--- src/rtl/fsm_sig_monitor_pkg.sv ---
// Shared types and constants for the output-side FSM signature monitor.
package fsm_mon_pkg;

   typedef enum logic [1:0] {
      IDLE = 2'd0,
      RUN  = 2'd1,
      DONE = 2'd2
   } mon_state_t;

   localparam logic [16:0] DEF_POLY     = 17'h04001;
   localparam logic [16:0] DEF_REC_MASK = 17'h00181;

   typedef logic [15:0] cnt16_t;

   // Event counters stick at all-ones instead of wrapping.
   function automatic cnt16_t sat_inc(input cnt16_t c);
      return (c == 16'hFFFF) ? c : c + 16'd1;
   endfunction

endpackage

--- src/rtl/fsm_sig_monitor_if.sv ---
// Control/observation bundle between the monitored FSM side and fsm_sig_monitor.
interface fsm_sig_monitor_if #(
   parameter int WIDTH = 17
);
   import fsm_mon_pkg::*;

   logic             start;
   logic             en;
   logic [WIDTH-1:0] y_vec;
   logic [WIDTH-1:0] exp_sig;
   logic             busy;
   logic             done;
   logic [WIDTH-1:0] signature;
   logic             match;
   cnt16_t           zero_count;
   cnt16_t           rec_count;

   modport master (
      output start, en, y_vec, exp_sig,
      input  busy, done, signature, match, zero_count, rec_count
   );

   modport slave (
      input  start, en, y_vec, exp_sig,
      output busy, done, signature, match, zero_count, rec_count
   );

endinterface

--- src/rtl/fsm_sig_monitor_misr_step.sv ---
// One MISR fold: shift left, apply feedback on the outgoing MSB, xor in the sample.
module misr_step #(
   parameter int WIDTH = 17
) (
   input  logic [WIDTH-1:0] sig,
   input  logic [WIDTH-1:0] y_vec,
   input  logic [WIDTH-1:0] poly,
   output logic [WIDTH-1:0] sig_n
);

   assign sig_n = {sig[WIDTH-2:0], 1'b0} ^ (sig[WIDTH-1] ? poly : '0) ^ y_vec;

endmodule

--- src/rtl/fsm_sig_monitor.sv ---
// Folds a window of FSM output vectors into a MISR signature, counts all-zero and
// record-pattern samples, and compares the final signature against a golden value.
module fsm_sig_monitor
   import fsm_mon_pkg::*;
#(
   parameter int               WIDTH    = 17,
   parameter int               WINDOW   = 256,
   parameter logic [WIDTH-1:0] POLY     = WIDTH'(DEF_POLY),
   parameter logic [WIDTH-1:0] REC_MASK = WIDTH'(DEF_REC_MASK)
) (
   input logic              clk,
   input logic              rst,
   fsm_sig_monitor_if.slave bus
);

   localparam int            CW       = $clog2(WINDOW + 1);
   localparam logic [CW-1:0] LAST_IDX = CW'(WINDOW - 1);

   mon_state_t       state, state_n;
   logic [WIDTH-1:0] sig, sig_n, sig_q;
   logic [CW-1:0]    cnt;
   cnt16_t           zc, rc, zc_n, rc_n, zero_q, rec_q;
   logic             match_q;
   logic             fold, last;

   misr_step #(.WIDTH(WIDTH)) u_step (
      .sig   (sig),
      .y_vec (bus.y_vec),
      .poly  (POLY),
      .sig_n (sig_n)
   );

   assign fold = (state == RUN) && bus.en;
   assign last = fold && (cnt == LAST_IDX);
   assign zc_n = (bus.y_vec == '0) ? sat_inc(zc) : zc;
   assign rc_n = ((bus.y_vec & REC_MASK) == REC_MASK) ? sat_inc(rc) : rc;

   always_ff @(posedge clk or posedge rst) begin
      if (rst) state <= IDLE;
      else     state <= state_n;
   end

   always_comb begin
      state_n = state;
      case (state)
         IDLE:    if (bus.start) state_n = RUN;
         RUN:     if (last) state_n = DONE;
         DONE:    state_n = IDLE;
         default: state_n = IDLE;
      endcase
   end

   always_ff @(posedge clk or posedge rst) begin
      if (rst) begin
         sig     <= '0;
         cnt     <= '0;
         zc      <= '0;
         rc      <= '0;
         sig_q   <= '0;
         zero_q  <= '0;
         rec_q   <= '0;
         match_q <= 1'b0;
      end else if (state == IDLE && bus.start) begin
         sig <= '0;
         cnt <= '0;
         zc  <= '0;
         rc  <= '0;
      end else if (fold) begin
         sig <= sig_n;
         cnt <= cnt + 1'b1;
         zc  <= zc_n;
         rc  <= rc_n;
         // Result registers take the post-fold values so the last sample counts.
         if (last) begin
            sig_q   <= sig_n;
            zero_q  <= zc_n;
            rec_q   <= rc_n;
            match_q <= (sig_n == bus.exp_sig);
         end
      end
   end

   assign bus.busy       = (state == RUN);
   assign bus.done       = (state == DONE);
   assign bus.signature  = sig_q;
   assign bus.match      = match_q;
   assign bus.zero_count = zero_q;
   assign bus.rec_count  = rec_q;

endmodule

--- src/flat_wrapper.sv ---
// flat-port wrapper written by rule: the top's interface ports become plain ports
module fsm_sig_monitor_flat import fsm_mon_pkg::*;
#(
   parameter int               WIDTH    = 17,
   parameter int               WINDOW   = 256,
   parameter logic [WIDTH-1:0] POLY     = WIDTH'(DEF_POLY),
   parameter logic [WIDTH-1:0] REC_MASK = WIDTH'(DEF_REC_MASK)
)
  (clk, rst, bus_start, bus_en, bus_y_vec, bus_exp_sig, bus_busy, bus_done, bus_signature, bus_match, bus_zero_count, bus_rec_count);
  fsm_sig_monitor_if #(.WIDTH(WIDTH)) bus_i ();
  input logic clk;
  input logic rst;
  input wire logic [$bits(bus_i.start)-1:0] bus_start;
  input wire logic [$bits(bus_i.en)-1:0] bus_en;
  input wire logic [$bits(bus_i.y_vec)-1:0] bus_y_vec;
  input wire logic [$bits(bus_i.exp_sig)-1:0] bus_exp_sig;
  output wire logic [$bits(bus_i.busy)-1:0] bus_busy;
  output wire logic [$bits(bus_i.done)-1:0] bus_done;
  output wire logic [$bits(bus_i.signature)-1:0] bus_signature;
  output wire logic [$bits(bus_i.match)-1:0] bus_match;
  output wire logic [$bits(bus_i.zero_count)-1:0] bus_zero_count;
  output wire logic [$bits(bus_i.rec_count)-1:0] bus_rec_count;
  assign bus_i.start = bus_start;
  assign bus_i.en = bus_en;
  assign bus_i.y_vec = bus_y_vec;
  assign bus_i.exp_sig = bus_exp_sig;
  assign bus_busy = bus_i.busy;
  assign bus_done = bus_i.done;
  assign bus_signature = bus_i.signature;
  assign bus_match = bus_i.match;
  assign bus_zero_count = bus_i.zero_count;
  assign bus_rec_count = bus_i.rec_count;
  fsm_sig_monitor #(.WIDTH(WIDTH), .WINDOW(WINDOW), .POLY(POLY), .REC_MASK(REC_MASK)) u_core (.clk(clk), .rst(rst), .bus(bus_i));
endmodule
--- config.mk ---
export PLATFORM = sky130hd
export DESIGN_NAME = fsm_sig_monitor_flat
export DESIGN_NICKNAME = d
export VERILOG_FILES = /design/src/rtl/fsm_sig_monitor_pkg.sv /design/src/rtl/fsm_sig_monitor_if.sv /design/src/rtl/fsm_sig_monitor_misr_step.sv /design/src/rtl/fsm_sig_monitor.sv /design/src/flat_wrapper.sv
export SDC_FILE = /design/constraint.sdc
export NUM_CORES = 1
export LEC_CHECK = 0
export CORE_MARGIN = 1
export CORE_UTILIZATION = 48
export DETAILED_ROUTE_END_ITERATION = 8
export GPL_TIMING_DRIVEN = 0
export PLACE_DENSITY = 0.73
export SLEW_MARGIN = 25
export SYNTH_ARGS = -nofsm -noshare
export SYNTH_HDL_FRONTEND = slang
export SYNTH_SLANG_ARGS = --single-unit
--- constraint.sdc ---
create_clock -name clk -period 3.9 [get_ports clk]
set_input_delay 0.975 -clock clk [delete_from_list [all_inputs] [get_ports clk]]
set_output_delay 0.975 -clock clk [all_outputs]
set_load 0.05 [all_outputs]
==> results.yml, run 1 <==
outcome:
  outcome: "finished clean"
sta:
  fin_tns_setup_ns: 0
  min_period_over_period: 0.787
  setup_ws_ns: 0.831
  finClkSkew_ns: 0.00923
  setup-violations-final: 0
  worstMarginPinSlew_ns: 0.804
  maxSlewHeadroom: 0.459
  fmax_mhz: 326
  finalHoldViolCount: 0
  finalMaxSlewViolations: 0
  min_period_ns: 3.07
  rsz0062_at_grt: "no"
die:
  die_h_microns: 109
  io_pins: 90
  rows: 38
  initial_core_util: 0.498
  die_x_microns: 109
  design.die.area_sq_mm: 0.0118
  core_sq_mm: 0.0110
job:
  maxCapViolCount: 0
layout:
  fillers: 947
  drive_gt1_frac: 0.0471
  final_cell_mix: "dfrtp_1, clkdlybuf4s50_1, nand2_1"
  multiInputGateArea_sq_mm: 0.00254
  diodes: 0
  seqCellArea_sq_mm: 0.00275
  final_nets: 738
  layout_commonest_cell: "dfrtp_1"
  area_growth_pct: 26.0
yosys:
  ys_types: 43
  synth.cell_area_sq_mm: 0.00547
  synth_top_family_by_area: "simple AND/OR/NAND/NOR gates"
  ys.flop_type: "dfrtp_1"
  ys.warnings.count: 0
  async_reset_ff_frac: 1.00
  synth-compound-area-share: 0.139
  synth_fp_nets: 637
  synthMuxAreaShare: 0.0149
  yosysSeqAreaShare: 0.503
  ys_seq_elements: 110
  synth_adder_area_share: 0.00914
  syn_inst: 595
  avgSynthCellArea_sq_um: 9.20
  yosys.area_share.simple: 0.203
  synth_edf_count: 0
  synth_xor_area_frac: 0.0976
min_path:
  min_path_type: "reg2reg"
drt:
  wl_per_cell_microns: 16.4
  ant_nets: 0
  drtIter0Drc: 328
  wirelength_microns: 13800
  first_pass_iters: 5
  via_per_inst: 5.62
  post-route-drc-count: 0
  vias: 4730
global_route:
  first_global_vias: 4514
  grt_max_degree: 75
  grt_overflow: 0
  grt.total_usage: 0.249
  antenna_found_initial: 0
  grt_pass1_wl_microns: 22600
cts:
  root_buffer: "clkbuf_16"
  path_clk_slew_ns: 0.07
  clockBufferDepth: 2
  cts_setup_buffers: 0
  numCtsBuffers: 9
  cts.hold.buffers_added: 0
  cts_tree: "built"
  cts_resized: 0
  h-tree-depth: 3
  cts_sinks: 110
  insertion_delay_ns: 0.35
placed_design:
  port-buffer-count: 89
  gp_congestion: 0.877
  dp_slack_ns: 0.485
  place_hpwl_microns: 10100
setup_path:
  r2r-end: "u_core.bus.zero_count[0]"
  crit_type: "in2reg"
  rr_worst_depth: 8
  critPathCaptureType: "flop"
  crit_arrival_ns: 3.31
  reg2reg_from: "u_core.zc[0]"
  r2r_setup_slack_ns: 1.39
  cp-endpoint: "u_core.zc[15]"
  cp_max_fo: 7
  worstPathRequired_ns: 4.14
  crit_start: "bus_y_vec[7]"
  crit_path_start_kind: "input pin"
pwr:
  p_leak_nw: 2.81
  ir_drop_uv: 211
  powerDensity_mw_per_mm2: 408
  power_mw: 2.81
==> logic make-up after synthesis <==
| kind of cell | after synthesis |
|---|---|
| simple gates | 231 |
| buf+inv | 45 |
| mux | 8 |
| xor+xnor | 61 |
| fa+ha+maj | 4 |
| compound gates | 136 |
| flops | 110 |
==> registers in the layout, indices dropped and copies added (netlist names) <==
register and flops:
u_core.bus.signature 17, u_core.sig 17, u_core.bus.rec_count 16, u_core.bus.zero_count 16, u_core.rc 16, u_core.zc 16, u_core.cnt 9, u_core.state 2
u_core.bus.match 1
==> worst max-delay path, stage by stage <==
cell and delay [ns]:
clkdlybuf4s50_1 0.49, or4_4 0.55, or4_4 0.54, buf_6 0.15, nor4_4 0.21, a21oi_1 0.11
a311oi_1 0.28
==> where the power goes <==
group	total (mW)	internal [mW]	switching, mW
Sequential	1.32	1.23	0.0845
Combinational	0.492	0.211	0.280
Clock	1.00	0.580	0.420
Total	2.81	2.03	0.785
==> per-layer routing <==
layer  share of wire  vias up  global-route usage  wire length [microns]
met5               0        -                   0                      0
met4           0.018        0              0.0946                    244
met3           0.060       20              0.0335                    829
met2            0.48      174               0.409                   6570
met1            0.45     2268               0.337                   6150
li1                -     2268                   -                      -
==> stage by stage <==
stage               std cells  area (sq um)  hold WS [ns]  utilization
floorplan                 595          5470         0.470            -
global placement          824          6540         0.462        0.595
detailed placement        825          6570         0.470        0.598
CTS                       841          6890         0.485        0.628
global route              841          6890         0.502        0.628
finish                    841          6890         0.478        0.628
==> layout make-up <==
class | instances | area share
clock buffer | 10 | 0.0347
inverter | 9 | 0.00563
multi-input combinational | 440 | 0.368
buffer | 36 | 0.0216
timing repair buffer | 90 | 0.133
clock inverter | 6 | 0.0122
sequential | 110 | 0.399
tap | 140 | 0.0254
==> cells in the mapped netlist, types with 5 or more instances <==
cell type | n | share of area
dfrtp_1 | 110 | 0.50
nand2_1 | 85 | 0.058
o21ai_0 | 69 | 0.063
nor2_1 | 55 | 0.038
xnor2_1 | 47 | 0.075
a21oi_1 | 31 | 0.028
clkbuf_1 | 25 | 0.017
nand3_1 | 19 | 0.017
a31oi_1 | 16 | 0.018
nand4_1 | 14 | 0.016
xor2_1 | 14 | 0.022
nor3_1 | 11 | 0.010
or3_1 | 10 | 0.011
inv_1 | 8 | 0.0055
and3_1 | 7 | 0.0080
mux2i_1 | 7 | 0.013
nor4_1 | 7 | 0.0080
o31ai_1 | 6 | 0.0082
and2_1 | 5 | 0.0057
buf_1 | 5 | 0.0034
buf_2 | 5 | 0.0046
==> worst min path at each step <==
stage,slack (ns),cells past startpoint,endpoint,from
2_1_floorplan,0.47,2,u_core.sig[0],u_core.sig[0]
3_3_place_gp,0.46,2,u_core.bus.zero_count[7],u_core.bus.zero_count[7]
3_5_place_dp,0.47,2,u_core.bus.zero_count[6],u_core.bus.zero_count[6]
4_1_cts,0.49,2,u_core.bus.zero_count[6],u_core.bus.zero_count[6]
5_1_grt,0.50,2,u_core.bus.zero_count[4],u_core.bus.zero_count[4]
6_report,0.48,2,u_core.bus.rec_count[3],u_core.bus.rec_count[3]
Note: power is estimated with default switching activity, not from simulation.
==> run 2, diff against run 1 <==
Clock period 3.9 ns to 2.77 ns, I/O delays scaled along.
==> results.yml, run 2 (synthesis gave the netlist of run 1 again) <==
global_route:
  grt.total_usage: 0.255
  antenna_found_initial: 0
  first_global_vias: 4649
  grt_pass1_wl_microns: 23100
  grt_max_degree: 32
  grt_overflow: 0
layout:
  final_cell_mix: "dfrtp_1, clkdlybuf4s50_1, nand2_1"
  final_nets: 741
  final_cells: 843
  drive_gt1_frac: 0.0526
  diodes: 0
  area_growth_pct: 27.2
  layout_commonest_cell: "dfrtp_1"
  fin_util: 0.634
placed_design:
  gp_congestion: 0.883
  dp_slack_ns: -0.359
  place_hpwl_microns: 10300
  placed_cells: 827
  port-buffer-count: 89
sta:
  min_period_over_period: 0.958
  hold_ws_ns: 0.480
  setup-violations-final: 0
  finalMaxSlewViolations: 0
  finalHoldViolCount: 0
  maxSlewHeadroom: 0.465
  min_period_ns: 2.65
  setup_ws_ns: 0.116
  fmax_mhz: 377
  finClkSkew_ns: 0.00764
  worstMarginPinSlew_ns: 0.795
setup_path:
  r2r_setup_slack_ns: 0.20
  crit_start: "bus_y_vec[9]"
  reg2reg_from: "u_core.rc[3]"
  crit_arrival_ns: 2.87
  rr_worst_depth: 7
  crit_type: "in2reg"
  r2r-end: "u_core.bus.rec_count[5]"
  worstPathRequired_ns: 2.98
  critPathCaptureType: "flop"
  crit_path_start_kind: "input pin"
  cp_max_fo: 7
  cp-endpoint: "u_core.bus.zero_count[13]"
die:
  die_h_microns: 109
  die_x_microns: 109
  rows: 38
  design.die.area_sq_mm: 0.0118
  initial_core_util: 0.498
  core_sq_mm: 0.0110
  io_pins: 90
drt:
  via_per_inst: 5.62
  post-route-drc-count: 0
  ant_nets: 0
  drtIter0Drc: 372
  first_pass_iters: 5
  wl_per_cell_microns: 16.9
  vias: 4740
  wirelength_microns: 14300
job:
  maxCapViolCount: 0
cts:
  insertion_delay_ns: 0.35
  cts_sinks: 110
  root_buffer: "clkbuf_16"
  cts.hold.buffers_added: 0
  h-tree-depth: 3
  clockBufferDepth: 2
  path_clk_slew_ns: 0.07
  cts_tree: "built"
  numCtsBuffers: 9
pwr:
  ir_drop_uv: 323
  power_mw: 4.05
  powerDensity_mw_per_mm2: 582
  p_leak_nw: 2.83
outcome:
  outcome: "finished clean"
min_path:
  min_path_type: "reg2reg"
## run 2: cell count changes in the layout (fill, tap and decap cells not counted), sizes merged
cell,delta
buf,+3
clkdlybuf4s50,-2
clkinv,-2
dlygate4sd2,+2
inv,-2
bufinv,+1
clkbuf,+1
clkinvlp,+1
## run 2: worst max-delay path: stages
cell,delay (ns)
clkdlybuf4s50_1,0.45
or4_4,0.51
or4_4,0.54
buf_6,0.15
nand4bb_1,0.19
mux2i_1,0.21
o21ai_0,0.12
## run 2: per-layer routing
metal / track usage / vias up / wire length, microns
met5: 0 / - / 0
met4: 0.115 / 0 / 361
met3: 0.0383 / 30 / 830
met2: 0.422 / 184 / 6830
met1: 0.333 / 2258 / 6250
li1: - / 2268 / -
## run 2: through the flow
step / setup TNS (ns) / area (sq um)
3_5_place_dp: -8.05 / 6600
4_1_cts: 0 / 6950
2_1_floorplan: 0 / 5480
6_report: 0 / 6960
5_1_grt: -0.000151 / 6960
3_3_place_gp: -40.47 / 6540
## run 2: worst min path at each step
stage / from / endpoint / slack (ns) / cells past startpoint
global route: u_core.bus.rec_count[10] / u_core.bus.rec_count[10] / 0.51 / 2
CTS: u_core.bus.zero_count[11] / u_core.bus.zero_count[11] / 0.49 / 2
detailed placement: u_core.bus.zero_count[11] / u_core.bus.zero_count[11] / 0.47 / 2
finish: u_core.bus.rec_count[4] / u_core.bus.rec_count[4] / 0.48 / 2
floorplan: u_core.sig[0] / u_core.sig[0] / 0.47 / 2
global placement: u_core.bus.rec_count[8] / u_core.bus.rec_count[8] / 0.46 / 2
## run 2: report_power, final
part / switching (mW) / internal, mW
clock network: 0.577 / 0.903
registers: 0.121 / 1.74
logic: 0.408 / 0.301
## run 2: layout make-up
class / instances / area, sq um
clock buffers: 11 / 243
fillers: 930 / 4020
inverters: 9 / 37.5
multi-input cells: 440 / 2550
well taps: 140 / 175
clock inverters: 4 / 95.1
repair buffers: 93 / 956
flip-flops and latches: 110 / 2750
plain buffers: 36 / 149
## run 2: repair_timing
item,in CTS,in global routing
buffers inserted,1,0
gates resized for setup,2,3
pin swaps,2,1
setup endpoints to repair,1,5
